<file path="config.mk">
export PLATFORM = sky130hd
export DESIGN_NAME = effect_mixer_n
export DESIGN_NICKNAME = d
export VERILOG_FILES = /design/src/rtl/audio_fx_pkg.sv /design/src/rtl/effect_sat.sv /design/src/rtl/effect_mixer_n.sv
export SDC_FILE = /design/constraint.sdc
export NUM_CORES = 1
export LEC_CHECK = 0
export CAP_MARGIN = 20
export CORE_MARGIN = 3
export CORE_UTILIZATION = 50
export CTS_CLUSTER_DIAMETER = 50
export CTS_CLUSTER_SIZE = 20
export DETAILED_ROUTE_END_ITERATION = 10
export PLACE_DENSITY = 0.72
export SLEW_MARGIN = 20
export SYNTH_ARGS = -nofsm -noshare
export SYNTH_HDL_FRONTEND = slang
export SYNTH_SLANG_ARGS = --single-unit
</file>
<file path="constraint.sdc">
create_clock -name clk -period 18.4 [get_ports clk]
set_input_delay 3.68 -clock clk [delete_from_list [all_inputs] [get_ports clk]]
set_output_delay 3.68 -clock clk [all_outputs]
set_load 0.02 [all_outputs]
</file>
<file path="src/rtl/audio_fx_pkg.sv">
// Shared definitions for the audio effect blocks: mixer FSM encoding and width helpers.
// Pure package, no logic; imported by effect_mixer_n and the other effect modules.
package audio_fx_pkg;

    typedef enum logic [1:0] {
        ST_IDLE   = 2'd0,
        ST_ACC    = 2'd1,
        ST_NORM   = 2'd2,
        ST_OUTPUT = 2'd3
    } fx_state_t;

    function automatic int clog2(input int value);
        int r;
        r = 0;
        for (int i = 0; i < 31; i++) begin
            if ((1 << i) < value) begin
                r = i + 1;
            end
        end
        return r;
    endfunction

    // Signed accumulator wide enough to sum n_ch full-scale sample*gain products.
    function automatic int acc_width(input int data_w, input int gain_w, input int n_ch);
        return data_w + gain_w + 1 + clog2(n_ch);
    endfunction

endpackage

</file>
<file path="src/rtl/effect_sat.sv">
// Signed narrowing IN_W->OUT_W with clip flag; combinational, no backpressure.
// EFFECT_MIXER_SAT_EN selects clamp-to-range, otherwise two's-complement wrap with o_clip tied low.
module effect_sat #(
    parameter int IN_W  = 30,
    parameter int OUT_W = 16
) (
    input  logic signed [IN_W-1:0]  i_din,
    output logic signed [OUT_W-1:0] o_dout,
    output logic                    o_clip
);

`ifdef EFFECT_MIXER_SAT_EN
    localparam logic signed [IN_W-1:0] MAX_V = IN_W'({1'b0, {(OUT_W-1){1'b1}}});
    localparam logic signed [IN_W-1:0] MIN_V = ~MAX_V;

    always_comb begin
        o_dout = i_din[OUT_W-1:0];
        o_clip = 1'b0;
        if (i_din > MAX_V) begin
            o_dout = MAX_V[OUT_W-1:0];
            o_clip = 1'b1;
        end else if (i_din < MIN_V) begin
            o_dout = MIN_V[OUT_W-1:0];
            o_clip = 1'b1;
        end
    end
`else
    logic [IN_W-OUT_W-1:0] w_unused_hi;

    assign o_dout      = i_din[OUT_W-1:0];
    assign o_clip      = 1'b0;
    assign w_unused_hi = i_din[IN_W-1:OUT_W];
`endif

endmodule

</file>
<file path="src/rtl/effect_mixer_n.sv">
// N-channel effect mixer: gain/enable per channel, serial MAC, normalise, saturate (EFFECT_MIXER_SAT_EN).
// Latency NUM_CH+2 edges from accept to write strobe; one sample per NUM_CH+3 cycles.
// Holds the result while i_fifo_full is high; accepts a new sample set only in IDLE.
module effect_mixer_n
    import audio_fx_pkg::*;
#(
    parameter int DATA_WIDTH = 16,
    parameter int NUM_CH     = 4,
    parameter int GAIN_WIDTH = 8,
    parameter int NORM_SHIFT = 2
) (
    input  logic                             clk,
    input  logic                             reset_n,
    input  logic [NUM_CH-1:0]                i_ch_en,
    input  logic [NUM_CH*GAIN_WIDTH-1:0]     i_gain,
    input  logic [NUM_CH*DATA_WIDTH-1:0]     i_data_from_eff,
    input  logic                             i_dv_from_eff,
    output logic                             o_read_ready,
    output logic                             o_read_done,
    input  logic                             i_fifo_full,
    output logic [DATA_WIDTH-1:0]            o_data,
    output logic                             o_data_valid,
    output logic                             o_clip
);

    localparam int PROD_W = DATA_WIDTH + GAIN_WIDTH + 1;
    localparam int ACC_W  = acc_width(DATA_WIDTH, GAIN_WIDTH, NUM_CH);
    localparam int IDX_W  = clog2(NUM_CH);
    localparam int SHIFT  = GAIN_WIDTH - 1 + NORM_SHIFT;
    localparam logic [IDX_W-1:0] LAST_IDX = IDX_W'(NUM_CH - 1);

    fx_state_t                       r_state;
    logic [NUM_CH*DATA_WIDTH-1:0]    r_samples;
    logic [NUM_CH*GAIN_WIDTH-1:0]    r_gain;
    logic [NUM_CH-1:0]               r_en;
    logic [IDX_W-1:0]                r_idx;
    logic signed [ACC_W-1:0]         r_acc;
    logic [DATA_WIDTH-1:0]           r_data;
    logic                            r_sat_clip;
    logic                            r_clip;
    logic                            r_valid;
    logic                            r_read_ready;
    logic                            r_read_done;

    logic signed [DATA_WIDTH-1:0]    w_sample;
    logic [GAIN_WIDTH-1:0]           w_gain;
    logic signed [PROD_W-1:0]        w_prod;
    logic signed [ACC_W-1:0]         w_res;
    logic signed [DATA_WIDTH-1:0]    w_sat_data;
    logic                            w_sat_clip;

    // Gain is unsigned: prepend a zero so the signed multiply treats it as positive.
    always_comb begin
        w_sample = $signed(r_samples[r_idx*DATA_WIDTH +: DATA_WIDTH]);
        w_gain   = r_gain[r_idx*GAIN_WIDTH +: GAIN_WIDTH];
        w_prod   = '0;
        if (r_en[r_idx]) begin
            w_prod = PROD_W'(w_sample) * PROD_W'($signed({1'b0, w_gain}));
        end
        w_res = r_acc >>> SHIFT;
    end

    effect_sat #(
        .IN_W  (ACC_W),
        .OUT_W (DATA_WIDTH)
    ) u_sat (
        .i_din  (w_res),
        .o_dout (w_sat_data),
        .o_clip (w_sat_clip)
    );

    always_ff @(posedge clk or negedge reset_n) begin
        if (!reset_n) begin
            r_state      <= ST_IDLE;
            r_samples    <= '0;
            r_gain       <= '0;
            r_en         <= '0;
            r_idx        <= '0;
            r_acc        <= '0;
            r_data       <= '0;
            r_sat_clip   <= 1'b0;
            r_clip       <= 1'b0;
            r_valid      <= 1'b0;
            r_read_ready <= 1'b0;
            r_read_done  <= 1'b0;
        end else begin
            r_read_done <= 1'b0;
            r_valid     <= 1'b0;
            r_clip      <= 1'b0;
            case (r_state)
                ST_IDLE: begin
                    r_read_ready <= 1'b1;
                    if (i_dv_from_eff && r_read_ready) begin
                        r_samples    <= i_data_from_eff;
                        r_gain       <= i_gain;
                        r_en         <= i_ch_en;
                        r_acc        <= '0;
                        r_idx        <= '0;
                        r_read_ready <= 1'b0;
                        r_read_done  <= 1'b1;
                        r_state      <= ST_ACC;
                    end
                end
                ST_ACC: begin
                    r_acc <= r_acc + ACC_W'(w_prod);
                    if (r_idx == LAST_IDX) begin
                        r_idx   <= '0;
                        r_state <= ST_NORM;
                    end else begin
                        r_idx <= r_idx + 1'b1;
                    end
                end
                ST_NORM: begin
                    r_data     <= w_sat_data;
                    r_sat_clip <= w_sat_clip;
                    r_state    <= ST_OUTPUT;
                end
                ST_OUTPUT: begin
                    if (!i_fifo_full) begin
                        r_valid      <= 1'b1;
                        r_clip       <= r_sat_clip;
                        r_read_ready <= 1'b1;
                        r_state      <= ST_IDLE;
                    end
                end
                default: r_state <= ST_IDLE;
            endcase
        end
    end

    assign o_read_ready = r_read_ready;
    assign o_read_done  = r_read_done;
    assign o_data       = r_data;
    assign o_data_valid = r_valid;
    assign o_clip       = r_clip;

endmodule

</file>
Word-level counts from Yosys, hierarchy flattened
Cells that the tools add are included. Widths: inputs -> output; s select.

Add/subtract/negate cells: 2. Multipliers: 1. Order comparisons: 1. Equality and inequality tests: 7. Shift-type cells: 2. Multiplexer cells: 19. Reductions and logical operators: 8.

Operator list (count): $shiftx 64x7->16 (1); $pmux 27 s2 (1); $shiftx 32x6->8 (1); $add 27x25->27 (1); $mux 27 (1); $mul 16x9->25 (1); $mux 25 (1); $mux 2 (5); $pmux 2 s4 (1); $mux 1 (7); $eq 2x2->1 const B (3); $ne 2x2->1 const B (3); $reduce_and 2->1 (3); $pmux 2 s2 (1); $reduce_bool 2->1 (2); $lt 2x3->1 const B (1); $reduce_and 3->1 (1); $add 2x1->2 const B (1); $bmux 1 s2 (1); $eq 2x1->1 const B (1); $logic_not 2->1 (1); $pmux 1 s2 (1); $logic_and 1x1->1 (1).

Bits in registers: 150. Input port bits: 104.

Depth between registers and ports, before layout
Gate-level depths: netlist of the first run.

Word-level depth: 5. Gate-level depth with buffers: 32. Depth with buffers taken out: 30.

Cells and area by module
A second synthesis of the first run with hierarchy kept.

Cell total of the unflattened synthesis: 1163. Area, all modules: 12285.5 um^2.

By module, submodules not included: effect_mixer_n (instances 1, cells an instance 1145, area an instance 12154.2 um^2, seq. area each 3803.6 um^2); effect_sat (instances 1, cells an instance 18, area an instance 131.4 um^2, seq. area each 0.0 um^2).

Least setup slack after synthesis of the first run
No wires, ideal clock.

Path type: flip-flop to flip-flop. Start point: reg r_idx[0]. End point: reg r_acc[24]. Setup time: 124 ps. Arrival: 7052 ps. Required time: 18276 ps. Slack: 11224 ps. Stages on the path, launching flop included: 30. Buffers on the path: 2. Period minus slack after synthesis: 7176 ps. Cells stage by stage: dfrtp_1 -> buf_4 -> buf_1 -> mux4_2 -> and2_1 -> fa_1 -> fa_1 -> inv_1 -> fa_1 -> fa_1 -> inv_1 -> ha_1 -> o21ai_0 -> o21a_1 -> o21ai_0 -> a21oi_1 -> o21ai_0 -> nand2_1 -> nand2_1 -> nand3_1 -> a211oi_1 -> ha_1 -> a21o_1 -> a21oi_1 -> nand4b_1 -> a31oi_1 -> o22ai_1 -> xnor2_1 -> nor3_1 -> o21bai_1.

Longest elaborated chain between the ends: 5. Elaborated cells on any way between the ends: 8. Those cells by class: add/sub: 1; mul: 1; shift: 2; mux: 4.

Ends and longest elaborated chain: start, declared (RTL line effect_mixer_n.sv:36) `logic [IDX_W-1:0] r_idx;`; start signal, assigned (RTL line effect_mixer_n.sv:110) `r_idx <= r_idx + 1'b1;`; $shiftx 64x7->16, or another cell as far along (RTL line effect_mixer_n.sv:54) `w_sample = $signed(r_samples[r_idx*DATA_WIDTH +: DATA_WIDTH]);`; $mul 16x9->25 / $mux 1 (equally long branches) (RTL line effect_mixer_n.sv:58, effect_mixer_n.sv:57); $mux 25 (*) (RTL line effect_mixer_n.sv:57) `if (r_en[r_idx]) begin`; $add 27x25->27 (*) (RTL line effect_mixer_n.sv:105) `r_acc <= r_acc + ACC_W'(w_prod);`; $pmux 27 s2 (*) (RTL line effect_mixer_n.sv:90) `case (r_state)`; end signal, assigned (RTL line effect_mixer_n.sv:105); end, declared (RTL line effect_mixer_n.sv:37) `logic signed [ACC_W-1:0] r_acc;`.

Every way passes the cells marked *; elsewhere a longest branch is shown, timed or not. The select of a mux whose other input is x is not followed. A chain may end at the register's enable or synchronous reset.

Final worst setup path of the first run
Same ends and word-level chain as after synthesis.

==> impl_summary.log, run 1 <==
[metrics] max-slew violation count: 0
[metrics] Worst Skew: 13.5 ps
[metrics] total number of clock tree sinks: 148
[metrics] FF-to-FF path depth: 27
[metrics] most frequent cells after synthesis: sky130_fd_sc_hd__inv_1 (154), sky130_fd_sc_hd__dfrtp_1 (148), sky130_fd_sc_hd__mux2_2 (118)
[metrics] GP Congestion: 0.879
[metrics] top-level port count: 124
[metrics] required time of the critical path: 18710 ps
[metrics] maximum level of the CTS H-tree: 4
[metrics] Synthesis Warnings: 0
[metrics] vias after detailed routing: 8175
[metrics] setup bufs post-CTS: 0
[metrics] number of placement rows: 55
[metrics] largest stage delay on the critical path: 730 ps
[metrics] critical path's top delay family: adder cells
[metrics] post-synthesis instance area: 0.0119 mm2
[metrics] kind of critical path: reg2reg
[metrics] Buf+Inv Stages, Crit Path: 3
[metrics] setup repair after global routing missed its margin: no
[metrics] total of flip-flops plus latches after synthesis: 148
[metrics] maxcap violations: 0
[metrics] crit path from: r_idx[0]
[metrics] number of antenna violations at the first check in global routing: 0
[metrics] number of global-route vias before repair: 8722
[metrics] Final setup violation count: 0
[metrics] average routed wire per standard cell: 16.4 um
[metrics] clock input transition at the sequential cells of the worst setup and hold paths: 80 ps
[metrics] Hold Vio Cnt, Final: 0
[metrics] post-synthesis average cell area: 10.8 um2
[metrics] tightest slew margin relative to the limit: 35.4%
[metrics] antenna cells: 0
[metrics] number of iterations in the first detailed-routing pass: 5
[metrics] most area-hungry cell type in the Yosys netlist: sky130_fd_sc_hd__dfrtp_1
[metrics] area grow syn2layout: 18.0%
[metrics] part of the cycle the worst path needs: 42.7%
[metrics] count of hold-fix buffers inserted at cts: 0
[metrics] Worst R2R Start: r_idx[0]
[metrics] outcome: finished, final reports clean
[metrics] Seq. cell area: 0.00370 mm2
[metrics] top cells by area in the synthesized netlist: sky130_fd_sc_hd__dfrtp_1 (31%), sky130_fd_sc_hd__fa_1 (17%), sky130_fd_sc_hd__mux2_2 (11%)
[metrics] setup slack, reg-to-reg: 10540 ps
[metrics] async set-reset flop share out of synthesis: 100%
[metrics] Layout Nets: 1493
[metrics] height of the die: 160 um
[metrics] CP dominant cell by count: sky130_fd_sc_hd__fa_1
[metrics] crit-path max FO: 23
[metrics] root buffer cell: sky130_fd_sc_hd__clkbuf_16
[metrics] wire length of the first global-routing pass: 42700 um
[metrics] width of the die: 160 um
[metrics] Yosys top cell area share: 31.2%
[metrics] multi-input combinational cell area: 0.00745 mm2
[metrics] DRC Markers: 0
[metrics] count of input and output buffers: 122
[metrics] transition time of the tightest slew-check pin: 969 ps
[metrics] total die area: 0.0256 mm2
[metrics] prevailing post-synth register cell: sky130_fd_sc_hd__dfrtp_1
[metrics] Placeable Area: 0.0230 mm2
[metrics] Initial Util: 51.6%
[metrics] maximum frequency from static timing analysis: 127 MHz
[metrics] setup tns final: 0 ps
[metrics] Cells after Synth: 1094
[metrics] pin count of the biggest net entering global routing: 82
[metrics] signal arrival time at the worst endpoint: 8170 ps
[metrics] total wire length after detailed routing: 25100 um
[metrics] layout cells sized above 1: 16.0%
[metrics] per-cell via count in the routed design: 5.33
[metrics] class of the tightest hold or removal check: reg2reg
[metrics] post-synthesis cell type count: 56
[metrics] Max Buffers Root-to-Sink: 2
[metrics] Crit-path slowest cell: sky130_fd_sc_hd__mux4_2
[metrics] startpoint type of the worst setup path: flip-flop
[metrics] post-cts sizing count: 0
[metrics] TritonCTS clock tree: yes
[metrics] logic depth of the worst path, buffers included: 27
[metrics] number of enable-type register cells in the synthesized netlist: 0
[metrics] Critical Path End: r_acc[24]
[metrics] DP HPWL: 19300 um
[metrics] part of the Yosys area used for sequential elements: 31.2%
[metrics] Antenna Nets Post-Route: 0
[metrics] Initial DRC Count: 414
[metrics] number of fill cells: 1901
[metrics] cts bufs inserted: 17
[metrics] Overall Global Routing Usage: 20.5%
[metrics] shortest clock period the worst path allows after layout: 7860 ps
[metrics] most frequently used cell type in the post-synthesis netlist: sky130_fd_sc_hd__inv_1
[metrics] Clock Latency Late Sink: 430 ps
[metrics] capturing point of the worst reg2reg path: r_acc[24]
[metrics] synthesized net count: 1380
[metrics] residual overflow from global routing: 0
[metrics] kind of capture point of the worst setup path: flip-flop
[worst min-delay path by stage]
stage,depth (start not counted),from,to,slack [ps]
floorplan,2,r_acc[2],r_acc[2],450
finish,2,r_acc[6],r_acc[6],500
detailed placement,2,r_acc[3],r_acc[3],490
CTS,2,r_acc[6],r_acc[6],500
global placement,2,r_acc[5],r_acc[5],470
global route,1,r_samples[41],r_samples[41],520
[through the flow]
step                instance area [um2]  cells  worst slack, ps  hold WS [ps]  util, %
global route                      14000   1533             9970           516     60.8
finish                            14000   1533            10540           495     60.8
detailed placement                13400   1501            10590           487     58.3
CTS                               14000   1533            10520           502     60.8
global placement                  13400   1501            10700           469     58.2
floorplan                         11900   1094            11220           445        -
[logic make-up (layout without fill, tap and decap cells)]
kind of cell	after synthesis	after routing	synth area share [%]
AO/OA/AOI/OAI	140	140	7.86
XOR/XNOR	38	38	2.81
adder cells (fa/ha/maj)	182	182	25.7
buffers and inverters	187	313	6.01
flip-flops	148	148	31.2
multiplexers	144	144	15.9
other	1	1	0.0316
AND/OR/NAND/NOR	254	254	10.4
[state kept, by name, indices dropped and copies added, names as in the netlist, 2 cells and up]
register / flops
r_samples: 64
r_en: 4
r_acc: 25
r_gain: 32
r_state: 2
o_data: 16
r_idx: 2
[worst reg2reg max path, stage by stage (launching register included)]
cell and delay (ps):
sky130_fd_sc_hd__dfrtp_2 490, sky130_fd_sc_hd__buf_4 440, sky130_fd_sc_hd__mux4_2 750, sky130_fd_sc_hd__and2_1 220
sky130_fd_sc_hd__fa_1 560, sky130_fd_sc_hd__fa_1 450, sky130_fd_sc_hd__fa_1 540, sky130_fd_sc_hd__inv_1 50
sky130_fd_sc_hd__fa_1 520, sky130_fd_sc_hd__inv_1 50, sky130_fd_sc_hd__ha_1 340, sky130_fd_sc_hd__nand3_1 140
sky130_fd_sc_hd__o2111ai_4 180, sky130_fd_sc_hd__o311ai_4 320, sky130_fd_sc_hd__nand2_1 90, sky130_fd_sc_hd__a21oi_1 190
sky130_fd_sc_hd__xor2_1 200, sky130_fd_sc_hd__nor2_1 60, sky130_fd_sc_hd__ha_1 350, sky130_fd_sc_hd__a21o_1 200
sky130_fd_sc_hd__a21o_1 170, sky130_fd_sc_hd__a21oi_1 290, sky130_fd_sc_hd__nand4b_1 140, sky130_fd_sc_hd__a31oi_1 360
sky130_fd_sc_hd__o22ai_1 170, sky130_fd_sc_hd__xnor2_1 200, sky130_fd_sc_hd__nor3_1 60, sky130_fd_sc_hd__o21bai_1 180
[cells in the final DEF (no fill, tap or decap), types with 3 or more instances in the layout]
| master | synthesis | routed |
|---|---|---|
| sky130_fd_sc_hd__inv_8 | 0 | 5 |
| sky130_fd_sc_hd__inv_6 | 0 | 5 |
| sky130_fd_sc_hd__a21o_1 | 18 | 18 |
| sky130_fd_sc_hd__a21oi_1 | 30 | 30 |
| sky130_fd_sc_hd__nor3_1 | 8 | 8 |
| sky130_fd_sc_hd__clkdlybuf4s50_1 | 0 | 121 |
| sky130_fd_sc_hd__nand3_1 | 11 | 11 |
| sky130_fd_sc_hd__nand2_1 | 104 | 104 |
| sky130_fd_sc_hd__nor2b_1 | 4 | 4 |
| sky130_fd_sc_hd__a22o_1 | 4 | 4 |
| sky130_fd_sc_hd__buf_4 | 2 | 5 |
| sky130_fd_sc_hd__o21ai_0 | 36 | 36 |
| sky130_fd_sc_hd__nand2b_1 | 6 | 6 |
| sky130_fd_sc_hd__inv_1 | 154 | 154 |
| sky130_fd_sc_hd__o21bai_1 | 4 | 4 |
| sky130_fd_sc_hd__o21ai_1 | 14 | 13 |
| sky130_fd_sc_hd__fa_1 | 103 | 103 |
| sky130_fd_sc_hd__dfrtp_1 | 148 | 147 |
| sky130_fd_sc_hd__clkbuf_16 | 0 | 17 |
| sky130_fd_sc_hd__a31oi_1 | 4 | 4 |
| sky130_fd_sc_hd__a211oi_1 | 6 | 6 |
| sky130_fd_sc_hd__xnor2_1 | 23 | 23 |
| sky130_fd_sc_hd__mux2_2 | 118 | 118 |
| sky130_fd_sc_hd__mux4_2 | 24 | 24 |
| sky130_fd_sc_hd__xor2_1 | 15 | 15 |
| sky130_fd_sc_hd__o21a_1 | 5 | 5 |
| sky130_fd_sc_hd__nor2_1 | 36 | 36 |
| sky130_fd_sc_hd__and2_1 | 72 | 72 |
| sky130_fd_sc_hd__clkinv_4 | 0 | 3 |
| sky130_fd_sc_hd__ha_1 | 79 | 79 |
[layout make-up]
type | count | share of cell area [%]
Timing Repair Buffer | 127 | 9.01
Clock buffer | 18 | 3.14
Inverter | 154 | 4.13
Tap cell | 313 | 2.80
Sequential cell | 148 | 26.5
Multi-Input combinational cell | 759 | 53.3
Clock inverter | 14 | 1.12
[layer usage]
metal	track usage, %	wire length [um]
met1	27.1	10800
met2	35.6	13100
met3	3.16	766
met4	5.48	456
met5	0	0
Power of run 1 is left out: the tool's default activity adds up to more than one toggle a clock period on the data nets, which glitch-free logic cannot reach.
==> inputs of run 2 (changes only) <==
==> constraint.sdc (replaced) <==
create_clock -name clk -period 7.55 [get_ports clk]
set_input_delay 1.51 -clock clk [delete_from_list [all_inputs] [get_ports clk]]
set_output_delay 1.51 -clock clk [all_outputs]
set_load 0.02 [all_outputs]
==> run 2 against run 1 <==
- register-to-register slack lost 10000 ps
- core utilization grew 1.1 points
- clock-buffer cell count shrank 1
- flip-flop and latch count is the same
- final cell count grew 0.78%
- worst hold slack is essentially flat
- sequential share of layout area shrank 0.46 points
- global-route usage grew 0.096 points
- fmax grew 9.2%
- critical path depth is the same
- critical path type unchanged
- critical endpoint unchanged
- highest routed layer unchanged
==> impl_summary.log, run 2 (synthesis gave the netlist of run 1 again) <==
[metrics] most used cells in the layout excluding fill and tap cells: sky130_fd_sc_hd__inv_1 (154), sky130_fd_sc_hd__dfrtp_1 (147), sky130_fd_sc_hd__clkdlybuf4s50_1 (121), sky130_fd_sc_hd__mux2_2 (118), sky130_fd_sc_hd__nand2_1 (104)
[metrics] vias after detailed routing: 8343 (+2.1%)
[metrics] Placeable Area: 0.0230 mm2 (unchanged)
[metrics] registers with the highest flip-flop counts: r_samples (64), r_gain (32), r_acc (25)
[metrics] per-cell via count in the routed design: 5.40 (+1.3%)
[metrics] hold path startpoint: r_acc[6]
[metrics] maximum frequency from static timing analysis: 139 MHz (+9.2%)
[metrics] Initial Util: 51.6% (unchanged)
[metrics] total wire length after detailed routing: 26400 um (+5.0%)
[metrics] tightest slew margin relative to the limit: 35.6% (+0.18 points)
[metrics] pin count of the biggest net entering global routing: 84 (+2.4%)
[metrics] total number of clock tree sinks: 148 (unchanged)
[metrics] Crit-path slowest cell: sky130_fd_sc_hd__mux4_2
[metrics] Initial DRC Count: 450 (+8.7%)
[metrics] crit path from: r_idx[0]
[metrics] kind of critical path: reg2reg
[metrics] Worst R2R Start: r_idx[0]
[metrics] post-route cell area: 0.0142 mm2 (+1.8%)
[metrics] setup tns final: 0 ps (unchanged)
[metrics] shortest clock period the worst path allows after layout: 7190 ps (-662 ps)
[metrics] GP Congestion: 0.853 (-3.0%)
[metrics] required time of the critical path: 7870 ps (-10840 ps)
[metrics] maximum level of the CTS H-tree: 4 (unchanged)
[metrics] cts bufs inserted: 17 (unchanged)
[metrics] clock input transition at the sequential cells of the worst setup and hold paths: 70 ps (about the same)
[metrics] top-level port count: 124 (unchanged)
[metrics] kind of capture point of the worst setup path: flip-flop
[metrics] number of global-route vias before repair: 8763 (+0.47%)
[metrics] root buffer cell: sky130_fd_sc_hd__clkbuf_16
[metrics] post-place instance area: 0.0134 mm2 (+0.35%)
[metrics] signal arrival time at the worst endpoint: 7520 ps (-650 ps)
[metrics] average routed wire per standard cell: 17.1 um (+4.1%)
[metrics] number of fill cells: 1862 (-2.1%)
[metrics] width of the die: 160 um (unchanged)
[metrics] Worst Skew: 14.6 ps (+1.09 ps)
[metrics] DP HPWL: 19300 um (-0.30%)
[metrics] number of iterations in the first detailed-routing pass: 5 (unchanged)
[metrics] area grow syn2layout: 20.0%
[metrics] register with the highest flop count: r_samples
[metrics] height of the die: 160 um (unchanged)
[metrics] setup repair after global routing missed its margin: no
[metrics] Hold Vio Cnt, Final: 0 (unchanged)
[metrics] Final setup violation count: 0 (unchanged)
[metrics] maxcap violations: 0 (unchanged)
[metrics] total die area: 0.0256 mm2 (unchanged)
[metrics] residual overflow from global routing: 0 (unchanged)
[metrics] Antenna Nets Post-Route: 0 (unchanged)
[metrics] crit-path max FO: 8 (-65%)
[metrics] max-slew violation count: 0 (unchanged)
[metrics] class of the tightest hold or removal check: reg2reg
[metrics] startpoint type of the worst setup path: flip-flop
[metrics] transition time of the tightest slew-check pin: 966 ps (-2.65 ps)
[metrics] Max Buffers Root-to-Sink: 2 (unchanged)
[metrics] number of antenna violations at the first check in global routing: 0 (unchanged)
[metrics] Overall Global Routing Usage: 20.6% (+0.096 points)
[metrics] wire length of the first global-routing pass: 43300 um (+1.3%)
[metrics] most common cell after layout, fill and taps aside: sky130_fd_sc_hd__inv_1
[metrics] Clock Latency Late Sink: 440 ps (about the same)
[metrics] part of the cycle the worst path needs: 95.3% (+53 points)
[metrics] largest stage delay on the critical path: 640 ps (-90 ps)
[metrics] number of placement rows: 55 (unchanged)
[metrics] count of input and output buffers: 122 (unchanged)
[metrics] outcome: finished, final reports clean
[metrics] number of flip-flops under the largest register name: 64 (unchanged)
[metrics] CP dominant cell by count: sky130_fd_sc_hd__fa_1
[metrics] layout cells sized above 1: 17.0% (+1.1 points)
[metrics] TritonCTS clock tree: yes
[metrics] Layout Nets: 1505 (+0.80%)
[metrics] antenna cells: 0 (unchanged)
[metrics] DRC Markers: 0 (unchanged)
run 2: critical path: cells and delay by family (launching register included):
kind	cells	cell delay, ps
compound gates	9	1870
xor+xnor	2	300
fa+ha+maj	6	2660
simple gates	6	860
buf+inv	3	270
mux	1	640
flops	1	470
run 2: per-stage QoR:
stage	utilization [%]	cells	hold WS (ps)	setup slack, ps
final	61.9	1545	495	355
after global routing	61.9	1545	514	16.0
after CTS	61.1	1536	504	33.5
after detailed placement	58.5	1504	487	100
after global placement	58.4	1504	471	293
after floorplan	-	1094	445	374
run 2: final timing paths:
path	slack, ps	cells after the start	to
setup / recovery	360	27	r_acc[24]
hold / removal	500	2	r_acc[6]
setup reg to reg	360	27	r_acc[24]
hold reg to reg	500	2	r_acc[6]
max in group asynchronous	5250	2	r_idx[0]
min in group asynchronous	1060	1	r_samples[23]
run 2: repair_timing:
item,in CTS,in global routing
setup endpoints to repair,0,5
gates resized for setup,0,8
hold endpoints to repair,0,0
buffers inserted,0,5
hold buffers,0,0
run 2: area by class of cell:
type | instances | area (um2) | area share [%]
Clock buffer | 17 | 425 | 2.99
Clock inverter | 15 | 178 | 1.25
Inverter | 154 | 578 | 4.06
Multi-Input combinational cell | 761 | 7550 | 53.1
Sequential cell | 148 | 3700 | 26.0
Tap cell | 313 | 392 | 2.75
Timing Repair Buffer | 137 | 1400 | 9.83
run 2: per-layer routing:
layer	vias up	track usage, %	wire (um)	part of all wire (%)
li1	3887	-	-	-
met4	0	4.22	347	1.3
met1	4280	27.0	11300	43
met5	-	0	0	0
met2	148	36.2	13600	52
met3	28	3.66	1130	4.3
Power of run 2 is left out for the same reason.
